==> config.mk <==
export PLATFORM = sky130hd
export DESIGN_NAME = alu_mdseq_flat
export DESIGN_NICKNAME = d
export VERILOG_FILES = /design/src/rtl/alu_pkg.sv /design/src/rtl/alu_mdseq_if.sv /design/src/rtl/alu_mdseq.sv /design/src/flat_wrapper.sv
export SDC_FILE = /design/constraint.sdc
export NUM_CORES = 1
export LEC_CHECK = 0
export ABC_AREA = 1
export BUFFER_PORTS_ARGS = -buffer_cell sky130_fd_sc_hd__buf_2
export CORE_ASPECT_RATIO = 1.75
export CORE_MARGIN = 5
export CORE_UTILIZATION = 40
export CTS_CLUSTER_SIZE = 8
export DETAILED_ROUTE_END_ITERATION = 6
export PLACE_DENSITY = 0.88
export SYNTH_ARGS = -nofsm -noshare
export SYNTH_HDL_FRONTEND = slang
export SYNTH_SLANG_ARGS = --single-unit
==> constraint.sdc <==
create_clock -name clk -period 1.7 [get_ports clk]
set_input_delay 0.34 -clock clk [delete_from_list [all_inputs] [get_ports clk]]
set_output_delay 0.34 -clock clk [all_outputs]
set_load 0.01 [all_outputs]
==> src/rtl/alu_pkg.sv <==
// Shared constants, state encoding and helpers for the 16-bit alu datapath and its
// multiply/divide sequencer. ALU_MDSEQ_DIV_EN adds the divide states to the enum.
package alu_pkg;

  localparam int ALU_W = 16;

  // op_alu function select
  localparam logic [3:0] PASS  = 4'b0000;
  localparam logic [3:0] ADD   = 4'b1000;
  localparam logic [3:0] SUB   = 4'b0100;

  // op_shf shift select
  localparam logic [3:0] PASSC = 4'b0000;
  localparam logic [3:0] SHRC  = 4'b1101;
  localparam logic [3:0] SHLN  = 4'b1010;
  localparam logic [3:0] SHRN  = 4'b1100;

  typedef enum logic [2:0] {
    ST_IDLE,
    ST_MUL,
`ifdef ALU_MDSEQ_DIV_EN
    ST_DSHF,
    ST_DSUB,
`endif
    ST_DONE
  } mdseq_state_t;

  function automatic logic is_busy(mdseq_state_t s);
    return (s != ST_IDLE) && (s != ST_DONE);
  endfunction

endpackage

==> src/rtl/alu_mdseq_if.sv <==
// Request/response bus of the multiply/divide sequencer: the master issues start/cmd
// with operands, the slave reports busy/done/err and the 32-bit result.
interface alu_mdseq_if;
  import alu_pkg::*;

  logic             start;
  logic             cmd;
  logic [ALU_W-1:0] opa;
  logic [ALU_W-1:0] oph;
  logic [ALU_W-1:0] opl;
  logic             busy;
  logic             done;
  logic             err;
  logic [ALU_W-1:0] res_hi;
  logic [ALU_W-1:0] res_lo;

  modport master (
    output start, cmd, opa, oph, opl,
    input  busy, done, err, res_hi, res_lo
  );

  modport slave (
    input  start, cmd, opa, oph, opl,
    output busy, done, err, res_hi, res_lo
  );

endinterface

==> src/rtl/alu_mdseq.sv <==
// Multi-cycle unsigned 16x16 shift-and-add multiply and 32/16 restoring divide around
// the external alu. Divide is present only when ALU_MDSEQ_DIV_EN is defined.
module alu_mdseq
  import alu_pkg::*;
(
  input  logic             clk,
  input  logic             rst,
  alu_mdseq_if.slave       bus,
  output logic [3:0]       op_alu,
  output logic [3:0]       op_shf,
  output logic [ALU_W-1:0] t,
  output logic [ALU_W-1:0] aopy,
  output logic             carry,
  output logic             n15,
  output logic             n0,
  input  logic [ALU_W:0]   rshf,
  input  logic             cf,
  input  logic             arez0
);

  mdseq_state_t     state_q, state_d;
  logic [3:0]       cnt_q, cnt_d;
  logic [ALU_W-1:0] t_q, t_d;
  logic [ALU_W-1:0] n_q, n_d;
  logic [ALU_W-1:0] a_q, a_d;
  logic             err_q, err_d;
`ifdef ALU_MDSEQ_DIV_EN
  logic             ovb_q, ovb_d;
`else
  logic             unused_div;
  assign unused_div = &{1'b0, bus.oph, rshf[ALU_W], cf};
`endif

  // NOTE: state registers use non-blocking assignments so every flop samples the
  // pre-edge values, independent of statement order.
  always_ff @(posedge clk or posedge rst) begin
    if (rst) begin
      state_q <= ST_IDLE;
      cnt_q   <= '0;
      t_q     <= '0;
      n_q     <= '0;
      a_q     <= '0;
      err_q   <= 1'b0;
`ifdef ALU_MDSEQ_DIV_EN
      ovb_q   <= 1'b0;
`endif
    end else begin
      state_q <= state_d;
      cnt_q   <= cnt_d;
      t_q     <= t_d;
      n_q     <= n_d;
      a_q     <= a_d;
      err_q   <= err_d;
`ifdef ALU_MDSEQ_DIV_EN
      ovb_q   <= ovb_d;
`endif
    end
  end

  always_comb begin
    state_d = state_q;
    cnt_d   = cnt_q;
    t_d     = t_q;
    n_d     = n_q;
    a_d     = a_q;
    err_d   = err_q;
`ifdef ALU_MDSEQ_DIV_EN
    ovb_d   = ovb_q;
`endif
    op_alu  = PASS;
    op_shf  = PASSC;

    unique case (state_q)
      ST_IDLE: begin
        if (bus.start) begin
          a_d   = bus.opa;
          err_d = 1'b0;
          cnt_d = 4'd15;
          if (!bus.cmd) begin
            t_d     = '0;
            n_d     = bus.opl;
            state_d = ST_MUL;
          end else begin
`ifdef ALU_MDSEQ_DIV_EN
            // oph >= opa also rules out a quotient wider than 16 bits
            if ((bus.opa == '0) || (bus.oph >= bus.opa)) begin
              t_d     = '1;
              n_d     = '1;
              err_d   = 1'b1;
              state_d = ST_DONE;
            end else begin
              t_d     = bus.oph;
              n_d     = bus.opl;
              state_d = ST_DSHF;
            end
`else
            t_d     = '1;
            n_d     = '1;
            err_d   = 1'b1;
            state_d = ST_DONE;
`endif
          end
        end
      end

      ST_MUL: begin
        op_alu = n_q[0] ? ADD : PASS;
        op_shf = SHRC;
        t_d    = rshf[ALU_W-1:0];
        n_d    = {arez0, n_q[ALU_W-1:1]};
        if (cnt_q == '0) state_d = ST_DONE;
        else             cnt_d   = cnt_q - 4'd1;
      end

`ifdef ALU_MDSEQ_DIV_EN
      ST_DSHF: begin
        op_alu  = PASS;
        op_shf  = SHLN;
        t_d     = rshf[ALU_W-1:0];
        ovb_d   = rshf[ALU_W];
        n_d     = {n_q[ALU_W-2:0], 1'b0};
        state_d = ST_DSUB;
      end

      ST_DSUB: begin
        op_alu = SUB;
        op_shf = PASSC;
        // the bit shifted out of T makes the partial remainder exceed the divisor
        if (ovb_q | cf) begin
          t_d = rshf[ALU_W-1:0];
          n_d = {n_q[ALU_W-1:1], 1'b1};
        end
        if (cnt_q == '0) begin
          state_d = ST_DONE;
        end else begin
          cnt_d   = cnt_q - 4'd1;
          state_d = ST_DSHF;
        end
      end
`endif

      ST_DONE: state_d = ST_IDLE;

      default: state_d = ST_IDLE;
    endcase
  end

  assign t          = t_q;
  assign aopy       = a_q;
  assign carry      = 1'b0;
  assign n15        = n_q[ALU_W-1];
  assign n0         = n_q[0];

  assign bus.busy   = is_busy(state_q);
  assign bus.done   = (state_q == ST_DONE);
  assign bus.err    = err_q;
  assign bus.res_hi = t_q;
  assign bus.res_lo = n_q;

endmodule

==> src/flat_wrapper.sv <==
// flat-port wrapper written by rule: the top's interface ports become plain ports
module alu_mdseq_flat import alu_pkg::*;
  (clk, rst, op_alu, op_shf, t, aopy, carry, n15, n0, rshf, cf, arez0, bus_start, bus_cmd, bus_opa, bus_oph, bus_opl, bus_busy, bus_done, bus_err, bus_res_hi, bus_res_lo);
  alu_mdseq_if bus_i ();
  input  logic clk;
  input  logic rst;
  output logic [3:0] op_alu;
  output logic [3:0] op_shf;
  output logic [ALU_W-1:0] t;
  output logic [ALU_W-1:0] aopy;
  output logic carry;
  output logic n15;
  output logic n0;
  input  logic [ALU_W:0] rshf;
  input  logic cf;
  input  logic arez0;
  input wire logic [$bits(bus_i.start)-1:0] bus_start;
  input wire logic [$bits(bus_i.cmd)-1:0] bus_cmd;
  input wire logic [$bits(bus_i.opa)-1:0] bus_opa;
  input wire logic [$bits(bus_i.oph)-1:0] bus_oph;
  input wire logic [$bits(bus_i.opl)-1:0] bus_opl;
  output wire logic [$bits(bus_i.busy)-1:0] bus_busy;
  output wire logic [$bits(bus_i.done)-1:0] bus_done;
  output wire logic [$bits(bus_i.err)-1:0] bus_err;
  output wire logic [$bits(bus_i.res_hi)-1:0] bus_res_hi;
  output wire logic [$bits(bus_i.res_lo)-1:0] bus_res_lo;
  assign bus_i.start = bus_start;
  assign bus_i.cmd = bus_cmd;
  assign bus_i.opa = bus_opa;
  assign bus_i.oph = bus_oph;
  assign bus_i.opl = bus_opl;
  assign bus_busy = bus_i.busy;
  assign bus_done = bus_i.done;
  assign bus_err = bus_i.err;
  assign bus_res_hi = bus_i.res_hi;
  assign bus_res_lo = bus_i.res_lo;
  alu_mdseq u_core (.clk(clk), .rst(rst), .bus(bus_i), .op_alu(op_alu), .op_shf(op_shf), .t(t), .aopy(aopy), .carry(carry), .n15(n15), .n0(n0), .rshf(rshf), .cf(cf), .arez0(arez0));
endmodule
== Yosys cells after proc, flatten, opt, wreduce, memory -nomap -nowiden ==
Index checks and enable logic that the tools add are counted.
Word-level totals
  register bits after elaboration: 56
  output and inout bits: 78
  word-level logic and storage cells: 39
Operators by class
  $add $sub $neg: 1
  equal/unequal tests: 6
  muxes and demuxes: 17
  reductions and logical operators: 9
Operators with widths (number)
  16-bit 2-to-1 mux: 4
  16-bit case mux with 2 select lines: 2
  4-bit 2-to-1 mux: 5
  4-bit case mux with 2 select lines: 1
  3-bit 2-to-1 mux: 2
  3-bit case mux with 2 select lines: 1
  2-bit AND reduction: 3
  4-bit logical NOT: 1
  2-bit != test, second input constant: 2
  4-bit by 1-bit subtractor with 4-bit output, second input constant: 1
  3-bit by 1-bit equality test with 1-bit output, second input constant: 1
  3-bit by 2-bit equality test with 1-bit output, second input constant: 1
  3-bit logical NOT: 1
  3-bit by 2-bit != test with 1-bit output, second input constant: 1
  3-bit AND reduction: 1
  3-bit nonzero test: 1
  2-bit 2-to-1 mux: 1
  2-bit by 1-bit != test with 1-bit output, second input constant: 1
  2-bit nonzero test: 1
  1-bit logical AND: 1
  1-bit 2-to-1 mux: 1

== Logic depth before layout (Yosys ltp) ==
Gate-level depths: netlist of the first run.
  word-level depth: 3
  gate-level depth with buffers: 8

== Least setup slack after synthesis of the first run ==
OpenSTA, ideal clock, no wires.
  kind: flip-flop to output port
  start: register u_core.state_q[1]
  end: output op_shf[2]
  arrival time: 1.074 ns
  setup slack: 0.286 ns
  stages on the path, launching flop included: 6
  buffers on the path: 2
  cells stage by stage: dfrtp_1 -> inv_1 -> nand2_2 -> inv_2 -> buf_2 -> buf_4
On the way
  cells in the longest elaborated chain, start to end: 2
Ends and longest elaborated chain
  from (decl): RTL line alu_mdseq.sv:21  | mdseq_state_t state_q, state_d;
  from (signal assigned): RTL line alu_mdseq.sv:48  | state_q <= state_d;
  3-bit by 1-bit equality test with 1-bit output: RTL line alu_mdseq.sv:73  | unique case (state_q)
  4-bit 2-to-1 mux: RTL line alu_mdseq.sv:73
  to (decl): RTL line flat_wrapper.sv:8  | output logic [3:0] op_shf;
No other way between the ends.

== Worst setup path in the final report of the first run ==
  start: register u_core.state_q[1]
  end: output op_alu[3]
On the way
  cells in the longest elaborated chain, start to end: 2
Ends and longest elaborated chain
  3-bit by 1-bit equality test with 1-bit output: RTL line alu_mdseq.sv:73
  4-bit 2-to-1 mux: RTL line alu_mdseq.sv:73
  to (decl): RTL line flat_wrapper.sv:7  | output logic [3:0] op_alu;
No other way between the ends.

==> results of run 1 <==
==> sequential cells by signal (all words and copies together), names as in the netlist <==
register           flops
u_core.bus.res_lo     16
u_core.aopy           16
u_core.bus.err         1
u_core.cnt_q           4
u_core.state_q         2
u_core.bus.res_hi     16
==> layout by cell type (no fill, tap or decap), drive strengths merged <==
cell / netlist / routed
clkbuf: 1 / 6
dfrtp: 55 / 55
inv: 12 / 12
clkinv: 0 / 1
buf: 40 / 132
nand2: 159 / 159
conb: 1 / 5
o211ai: 1 / 1
o21ai: 23 / 23
nor2: 5 / 5
ha: 1 / 1
nand3: 28 / 28
or2: 1 / 1
==> per-layer routing <==
layer  up-vias  GRT usage  wire length, um
li1       1184          -                -
met1      1120      0.189             2570
met2        91      0.276             3640
met3        16     0.0308              398
met4         0     0.0703              187
met5         -          0                0
==> area by class of cell <==
class / instances / area share
sequential: 55 / 0.418
tap: 82 / 0.0311
timing repair buffer: 132 / 0.209
multi-input combinational: 223 / 0.283
clock inverter: 1 / 0.00152
inverter: 12 / 0.0144
clock buffer: 6 / 0.0421
==> logic make-up (layout without fill, tap and decap cells) <==
| logic type | Yosys count | count (layout) | synth area share |
|---|---|---|---|
| other | 1 | 5 | 0.00143 |
| and+or+nand+nor | 193 | 193 | 0.296 |
| buffers and inverters | 53 | 151 | 0.124 |
| AOI/OAI and AO/OA | 24 | 24 | 0.0483 |
| adders and majority gates | 1 | 1 | 0.00478 |
| DFF | 55 | 55 | 0.526 |
==> power by group <==
group	internal, mW	switching [mW]
combinational	1.26	2.00
clock	0.576	0.427
sequential	1.99	0.456
==> worst max-delay path, stage by stage (launching register included) <==
cell and delay, ns:
dfrtp_1 0.38, inv_2 0.10, nand2_2 0.08, buf_4 0.19, nor2_2 0.10, buf_2 0.14
==> metrics by stage <==
step / util / hold slack, ns / worst slack, ns / cell area [um2] / std cells
floorplan: - / 0.450 / 0.0171 / 2630 / 331
global placement: 0.489 / 0.415 / 0.280 / 3150 / 504
detailed placement: 0.489 / 0.417 / 0.249 / 3150 / 504
CTS: 0.511 / 0.101 / 0.00364 / 3290 / 511
global route: 0.512 / 0.122 / 0.0230 / 3300 / 511
finish: 0.512 / 0.101 / 0.0876 / 3300 / 511
==> final timing paths <==
| check | depth (start not counted) | end | start |
|---|---|---|---|
| max | 5 | op_alu[3] | u_core.state_q[1] |
| min | 3 | u_core.bus.res_hi[12] | rst |
| max reg2reg | 6 | u_core.bus.res_lo[9] | u_core.state_q[0] |
| min reg2reg | 2 | u_core.aopy[15] | u_core.aopy[15] |
| max in group asynchronous | 3 | u_core.state_q[0] | rst |
| min in group clk | 3 | u_core.aopy[4] | bus_opa[4] |
==> timing repair <==
| item | 4_1_cts | 5_1_grt |
|---|---|---|
| buffers inserted | 0 | 0 |
| setup endpoints to repair | 2 | 1 |
| resized for setup | 1 | 3 |
| endpoints found under the hold margin | 0 | 0 |
==> impl_metrics.csv, run 1 <==
group,metric,value,unit
outcome,status,"complete, no violations",
sta,tightest_slew,0.509,ns
sta,tns,0,ns
sta,fmax,0.620,GHz
global_routing,grt_pass1_wl,10500,um
finish,syn_to_final_growth,26.0,%
global_routing,overflow,0,
sta,rsz0062_at_grt,"no",
synthesis,synth.area.top_cells,"dfrtp_1 (53%), nand2_1 (22%), buf_4 (8.6%)",
synthesis,netlist.top_cell.by_area,"dfrtp_1",
worst_setup_path,start_kind,"flop",
worst_setup_path,r2r_setup_slack,0.23,ns
finish,antennaDiodeCount,0,
clock_tree,cts_max_level,2,
floorplanning,initial_core_util,0.406,
synthesis,ys_ff_latch,55,
route,first_pass_iters,4,
route,drtIter0Drc,87,
global_routing,antenna_found_initial,0,
route,vias,2411,
clock_tree,clkTransAtPathRegs,0.07,ns
synthesis,yosysMostFrequentCell,"nand2_1",
placement,hpwl,5150,um
synthesis,synth-main-ff-cell,"dfrtp_1",
synthesis,seq_area_frac_synth,0.526,
route,via_per_inst,4.72,
clock_tree,holdBufCountCts,0,
worst_setup_path,arrival,1.27,ns
clock_tree,clk_latency,0.29,ns
synthesis,ys_top_cells_by_count,"nand2_1 (156), dfrtp_1 (55), buf_4 (30), nand3_1 (27), o21ai_0 (21)",
clock_tree,cts_tree,"yes",
route,drt_wl_total,6790,um
placement,port_buffers,125,
worst_setup_path,required,1.36,ns
global_routing,grt_max_degree,56,
floorplanning,die_height,117,um
synthesis,synth_edf_count,0,
global_routing,grt.total_usage,0.159,
placement,gp_congestion,0.885,
clock_tree,cts.sinks,55,
sta,period_share,0.948,
clock_tree,cts_buffer_depth,2,
power_and_ir_drop,power_density,2030,nW/um2
sta,hold_violations,0,
power_and_ir_drop,power,6.70,mW
synthesis,synth_cells,327,
finish,fin_nets,501,
floorplanning,die_w,71.2,um
power_and_ir_drop,p_leak,1.91,nW
route,wire_per_inst,13.3,um
worst_setup_path,critical_path_class,"flop to output pin",
route,antenna_left,0,
finish,multi_input_area,935,um2
finish,fill_cells,658,
synthesis,synth-async-reset-ratio,1.00,
floorplanning,io_pins,149,
floorplanning,row_count,39,
floorplanning,core_area,6440,um2
synthesis,synth.avg_cell_area,8.00,um2
clock_tree,numCtsBuffers,5,
sta,min_period,1.61,ns
sta,clock_skew,0.00360,ns
finish,drive_gt1_frac,0.357,
clock_tree,root_buffer,"clkbuf_16",
worst_setup_path,path_max_fanout,15,
synthesis,synth_cell_types,18,
global_routing,grt_pass1_vias,2227,
flow_run,cap_violations,0,
finish,seqCellArea,1380,um2
sta,timing.slew.headroom,0.660,
power_and_ir_drop,peakVddDrop,0.000925,V
worst_setup_path,end_kind,"output pin",
floorplanning,die_area,8330,um2
synthesis,syn_area,2620,um2
sta,setup_viol,0,
sta,finalMaxSlewViolations,0,
route,drcViolationCount,0,
synthesis,yosysWarnings,0,
synthesis,netlist.area_leader.share,0.526,
worst_hold_path,hold_path_class,"input pin to async pin",
No activity file was read; power rests on OpenSTA's default activity.
==> run 2, diff against run 1 <==
Settings changed: BUFFER_PORTS_ARGS -buffer_cell sky130_fd_sc_hd__buf_2 to default, CORE_UTILIZATION 40 to 44, DONT_BUFFER_PORTS from default to 1, PLACE_DENSITY 0.88 to 0.72.
==> run 2 against run 1 <==
  * Register-to-register slack about the same
  * Global-route usage increased by 0.55 points
  * Sequential power increased by 22%
  * Critical path depth decreased by 1
  * Largest power group is now registers
==> impl_metrics.csv, run 2 (synthesis gave the netlist of run 1 again) <==
group,metric,value,unit
outcome,status,"complete, no violations",
clock_tree,cts_tree,"yes",
power_and_ir_drop,clock_power_share,0.135,
floorplanning,die_height,112,um
worst_setup_path,path_cells,"inv_2 -> nand2_2 -> buf_4 -> nor2_4",
finish,fin_nets,377,
global_routing,grt.total_usage,0.164,
route,antenna_left,0,
sta,clock_skew,0.00491,ns
clock_tree,cts_buffer_depth,2,
placement,port_buffers,0,
worst_setup_path,path_max_fanout,13,
floorplanning,core_area,5830,um2
power_and_ir_drop,power_frac_seq,0.519,
route,wire_per_inst,16.3,um
placement,gp_congestion,0.808,
sta,min_period,1.60,ns
route,via_per_inst,5.09,
power_and_ir_drop,power_density,2160,nW/um2
finish,final_cell_mix,"nand2_1 (156), dfrtp_1 (54), nand3_1 (27)",
worst_setup_path,end_kind,"output pin",
sta,tightest_slew,0.504,ns
finish,syn_to_final_growth,1.77,%
worst_setup_path,slowest_delay,0.40,ns
route,drt_wl_total,6250,um
worst_hold_path,min_from,"bus_opa[2]",
worst_setup_path,r2r_setup_slack,0.24,ns
route,first_pass_iters,4,
power_and_ir_drop,p_comb_frac,0.346,
worst_setup_path,cp-startpoint,"u_core.state_q[1]",
worst_setup_path,path_delay_family,"flip-flops",
floorplanning,die_area,7650,um2
sta,fmax,0.626,GHz
clock_tree,cts_max_level,2,
power_and_ir_drop,p_leak,1.38,nW
worst_hold_path,worstHoldPathCells,2,
power_and_ir_drop,power,5.75,mW
clock_tree,numCtsBuffers,5,
floorplanning,die_w,68.3,um
power_and_ir_drop,swShare,0.472,
global_routing,grt_pass1_wl,9340,um
finish,fin_cells,384,
placement,hpwl,4540,um
finish,fill_cells,589,
power_and_ir_drop,p_int,3.03,mW
global_routing,grt_pass1_vias,1778,
placement,dp.cells,375,
clock_tree,root_buffer,"clkbuf_8",
route,vias,1954,
power_and_ir_drop,switchingPower,2.71,mW
sta,setup_viol,0,
global_routing,grt_max_degree,40,
sta,tns,0,ns
finish,antennaDiodeCount,0,
worst_setup_path,critical_path_class,"flop to output pin",
clock_tree,clkTransAtPathRegs,0.10,ns
power_and_ir_drop,peakVddDrop,0.000904,V
worst_setup_path,cp_slowest_cell,"dfrtp_1",
finish,final_common_cell,"nand2_1",
global_routing,antenna_found_initial,0,
worst_hold_path,hold_path_class,"input pin to flop",
sta,period_share,0.940,
flow_run,cap_violations,0,
finish,drive_gt1_frac,0.0948,
worst_setup_path,r2r-start,"u_core.cnt_q[0]",
floorplanning,io_pins,149,
sta,hold_violations,0,
route,drcViolationCount,0,
worst_hold_path,min_to,"u_core.aopy[2]",
worst_setup_path,required,1.36,ns
worst_setup_path,start_kind,"flop",
floorplanning,row_count,37,
route,drtIter0Drc,106,
sta,timing.slew.headroom,0.664,
sta,rsz0062_at_grt,"no",
sta,finalMaxSlewViolations,0,
floorplanning,initial_core_util,0.449,
finish,final_util,0.457,
worst_setup_path,r2r-end,"u_core.cnt_q[3]",
worst_setup_path,arrival,1.26,ns
clock_tree,clk_latency,0.31,ns
global_routing,overflow,0,
worst_setup_path,path_buf_inv,2,
worst_setup_path,r2r_cells,7,
clock_tree,cts.sinks,55,
## run 2: changes by cell type in the layout (fill, tap and decap cells not counted), sizes merged
cell,previous run,this run
buf,132,7
dlygate4sd3,0,1
clkinvlp,0,1
## run 2: metal layers
layer / track usage / wire length, um / up-vias
met4: 0.0651 / 127 / 0
li1: - / - / 938
met3: 0.0480 / 432 / 7
met2: 0.274 / 3330 / 65
met5: 0 / 0 / -
met1: 0.192 / 2360 / 944
## run 2: repair_timing
item	in CTS	in global routing
gates resized for setup	2	4
hold buffers	1	0
pin swaps	0	0
hold endpoints to repair	16	0
setup endpoints to repair	4	4
buffers inserted	0	0
## run 2: how the worst max path moves through the flow
stage	to	slack, ns	depth (start not counted)
finish	op_alu[3]	0.10	4
global route	op_alu[3]	0.01	4
CTS	op_shf[0]	0.01	4
detailed placement	u_core.bus.res_hi[9]	0.18	6
global placement	u_core.bus.res_hi[1]	0.20	6
floorplan	u_core.aopy[0]	0.02	1
## run 2: metrics by stage
stage / hold WS (ns) / area, um2 / worst slack, ns
floorplan: 0.450 / 2630 / 0.0171
global placement: 0.226 / 2540 / 0.204
detailed placement: 0.235 / 2540 / 0.182
CTS: 0.118 / 2660 / 0.0118
global route: 0.118 / 2660 / 0.0148
finish: 0.131 / 2660 / 0.102
## run 2: final cells by class
cell class                      count  area (um2)  area share
Inverter                           12        50.0      0.0188
Timing Repair Buffer                8         100      0.0376
Multi-Input combinational cell    223         940       0.353
Tap cell                           78        97.6      0.0366
Clock inverter                      2        16.3     0.00611
Clock buffer                        6        82.6      0.0310
Sequential cell                    55        1380       0.517
## run 2: power groups by stage
| stage | sequential (mW) | combinational (mW) | clock, mW |
|---|---|---|---|
| final | 2.98 | 1.99 | 0.775 |
| after detailed placement | 3.02 | 1.98 | 0 |
| after CTS | 2.99 | 2.01 | 0.801 |
| after floorplan | 2.69 | 2.06 | 0 |
| after global placement | 3.00 | 1.90 | 0 |
| after global routing | 3.08 | 2.30 | 0.857 |
==> run 3, diff against run 2 <==
Settings changed: PLACE_DENSITY 0.72 to 0.69.
==> run 3 against run 2 <==
  * Final area fell by 0.47%
  * Sequential power barely moved
  * Register-to-register slack worse by 0.08 ns
  * Critical path depth unchanged
  * Clock power shrank 2%
  * Final cell count is the same
  * Global-route usage grew 0.43 points
  * Power is 1.0% lower
  * Combinational power decreased by 2%
  * Critical path type unchanged
  * Critical endpoint is now op_shf[0]
  * Largest cell class unchanged
==> impl_metrics.csv, run 3 (synthesis gave the netlist of run 1 again) <==
group,metric,value,unit
finish,final_common_cell,"nand2_1",
power_and_ir_drop,peakVddDrop,0.00117,V
floorplanning,die_height,112,um
route,via_per_inst,5.04,
placement,port_buffers,0,
finish,antennaDiodeCount,0,
floorplanning,row_count,37,
finish,fin_nets,377,
outcome,status,"complete, no violations",
worst_setup_path,end_kind,"output pin",
worst_setup_path,path_delay_family,"buffers and inverters",
global_routing,grt_max_degree,39,
route,antenna_left,0,
clock_tree,post-cts-setup-buffers,0,
finish,fill_cells,613,
sta,tns,0,ns
sta,setup_viol,0,
sta,clock_skew,0.00930,ns
worst_setup_path,cp_slowest_cell,"dfrtp_1",
route,vias,1936,
floorplanning,core_area,5830,um2
worst_hold_path,worstHoldPathCells,1,
floorplanning,die_w,68.3,um
floorplanning,io_pins,149,
clock_tree,clkTransAtPathRegs,0.10,ns
worst_setup_path,r2r-start,"u_core.state_q[0]",
route,drt_wl_total,6040,um
worst_setup_path,slowest_delay,0.41,ns
route,first_pass_iters,4,
clock_tree,cts_max_level,2,
power_and_ir_drop,power_density,2150,nW/um2
power_and_ir_drop,p_leak,1.38,nW
sta,period_share,0.944,
sta,timing.slew.headroom,0.659,
worst_setup_path,path_buf_inv,3,
worst_setup_path,r2r_setup_slack,0.16,ns
clock_tree,numCtsBuffers,5,
worst_setup_path,r2r-end,"u_core.bus.res_hi[1]",
floorplanning,initial_core_util,0.449,
finish,syn_to_final_growth,1.29,%
worst_setup_path,crit_cells,4,
placement,gp_congestion,0.739,
global_routing,grt_pass1_vias,1934,
global_routing,antenna_found_initial,0,
worst_hold_path,hold_path_class,"input pin to flop",
clock_tree,clk_latency,0.32,ns
floorplanning,die_area,7650,um2
clock_tree,root_buffer,"clkbuf_8",
global_routing,grt.total_usage,0.169,
route,drcViolationCount,0,
worst_setup_path,start_kind,"flop",
worst_setup_path,arrival,1.26,ns
clock_tree,cts.sinks,55,
placement,hpwl,4450,um
power_and_ir_drop,power,5.69,mW
worst_setup_path,path_cells,"inv_2 -> nand2_4 -> inv_6 -> buf_12",
global_routing,overflow,0,
sta,tightest_slew,0.511,ns
route,wire_per_inst,15.7,um
worst_setup_path,r2r_cells,5,
clock_tree,cts_tree,"yes",
flow_run,cap_violations,0,
clock_tree,cts_buffer_depth,2,
sta,finalMaxSlewViolations,0,
route,drtIter0Drc,72,
sta,hold_violations,0,
worst_setup_path,path_max_fanout,20,
finish,final_cell_mix,"nand2_1 (156), dfrtp_1 (54), nand3_1 (27)",
sta,rsz0062_at_grt,"no",
sta,fmax,0.623,GHz
global_routing,grt_pass1_wl,9750,um
worst_hold_path,min_from,"bus_cmd",
worst_setup_path,required,1.36,ns
worst_setup_path,critical_path_class,"flop to output pin",
finish,final_util,0.455,
worst_hold_path,min_to,"u_core.state_q[0]",
finish,drive_gt1_frac,0.0948,
sta,min_period,1.60,ns
-- run 3: cell types whose count changed in the layout (fill, tap and decap cells not counted), sizes merged --
cell / previous run / this run
clkbuf: 6 / 5
inv: 12 / 14
clkinv: 1 / 0
-- run 3: stage by stage --
stage          hold WS, ns  cell area [um2]  std cells  setup WS, ns
3_5_place_dp         0.246             2530        375         0.126
5_1_grt              0.107             2650        384       0.00787
3_3_place_gp         0.228             2530        375         0.179
4_1_cts              0.103             2650        384        0.0559
6_report             0.120             2650        384        0.0958
2_1_floorplan        0.450             2630        331        0.0171
-- run 3: power breakdown --
| group | total, mW | switching (mW) | internal (mW) | leakage [nW] |
|---|---|---|---|---|
| registers | 2.98 | 1.00 | 1.98 | 0.662 |
| clock network | 0.756 | 0.455 | 0.301 | 0.0452 |
| logic | 1.95 | 1.25 | 0.699 | 0.670 |
| total | 5.69 | 2.71 | 2.98 | 1.38 |
-- run 3: per-layer routing --
metal | wire length [um] | share of wire | global-route usage
met1 | 2220 | 0.37 | 0.187
met2 | 3250 | 0.54 | 0.294
met3 | 476 | 0.079 | 0.0531
met4 | 89 | 0.015 | 0.0558
met5 | 0 | 0 | 0
-- run 3: worst max path at each step --
stage / start / end / slack [ns]
detailed placement: u_core.state_q[0] / u_core.bus.res_hi[1] / 0.13
floorplan: rst / u_core.aopy[0] / 0.02
CTS: u_core.state_q[1] / op_alu[3] / 0.06
finish: u_core.state_q[1] / op_shf[0] / 0.1
global route: u_core.state_q[1] / op_shf[2] / 0.008
global placement: u_core.state_q[0] / u_core.bus.res_hi[12] / 0.18
-- run 3: worst reg2reg max path, delay by kind of cell (launching register included) --
kind	cells	cell delay [ns]
buf+inv	2	0.35
flops	1	0.49
simple gates	3	0.62
-- run 3: layout make-up --
cell class                 instances  area, um2  area share
clock buffer                       5       68.8      0.0260
clock inverter                     3       25.0     0.00944
inverter                          12       50.0      0.0189
multi-input combinational        223        945       0.356
sequential                        55       1380       0.520
tap                               78       97.6      0.0368
timing repair buffer               8       87.6      0.0330
-- run 3: what timing repair did --
action	in CTS	in global routing
pin swaps	0	0
setup endpoints to repair	4	1
hold buffers	1	0
resized for setup	6	1
hold endpoints to repair	17	0
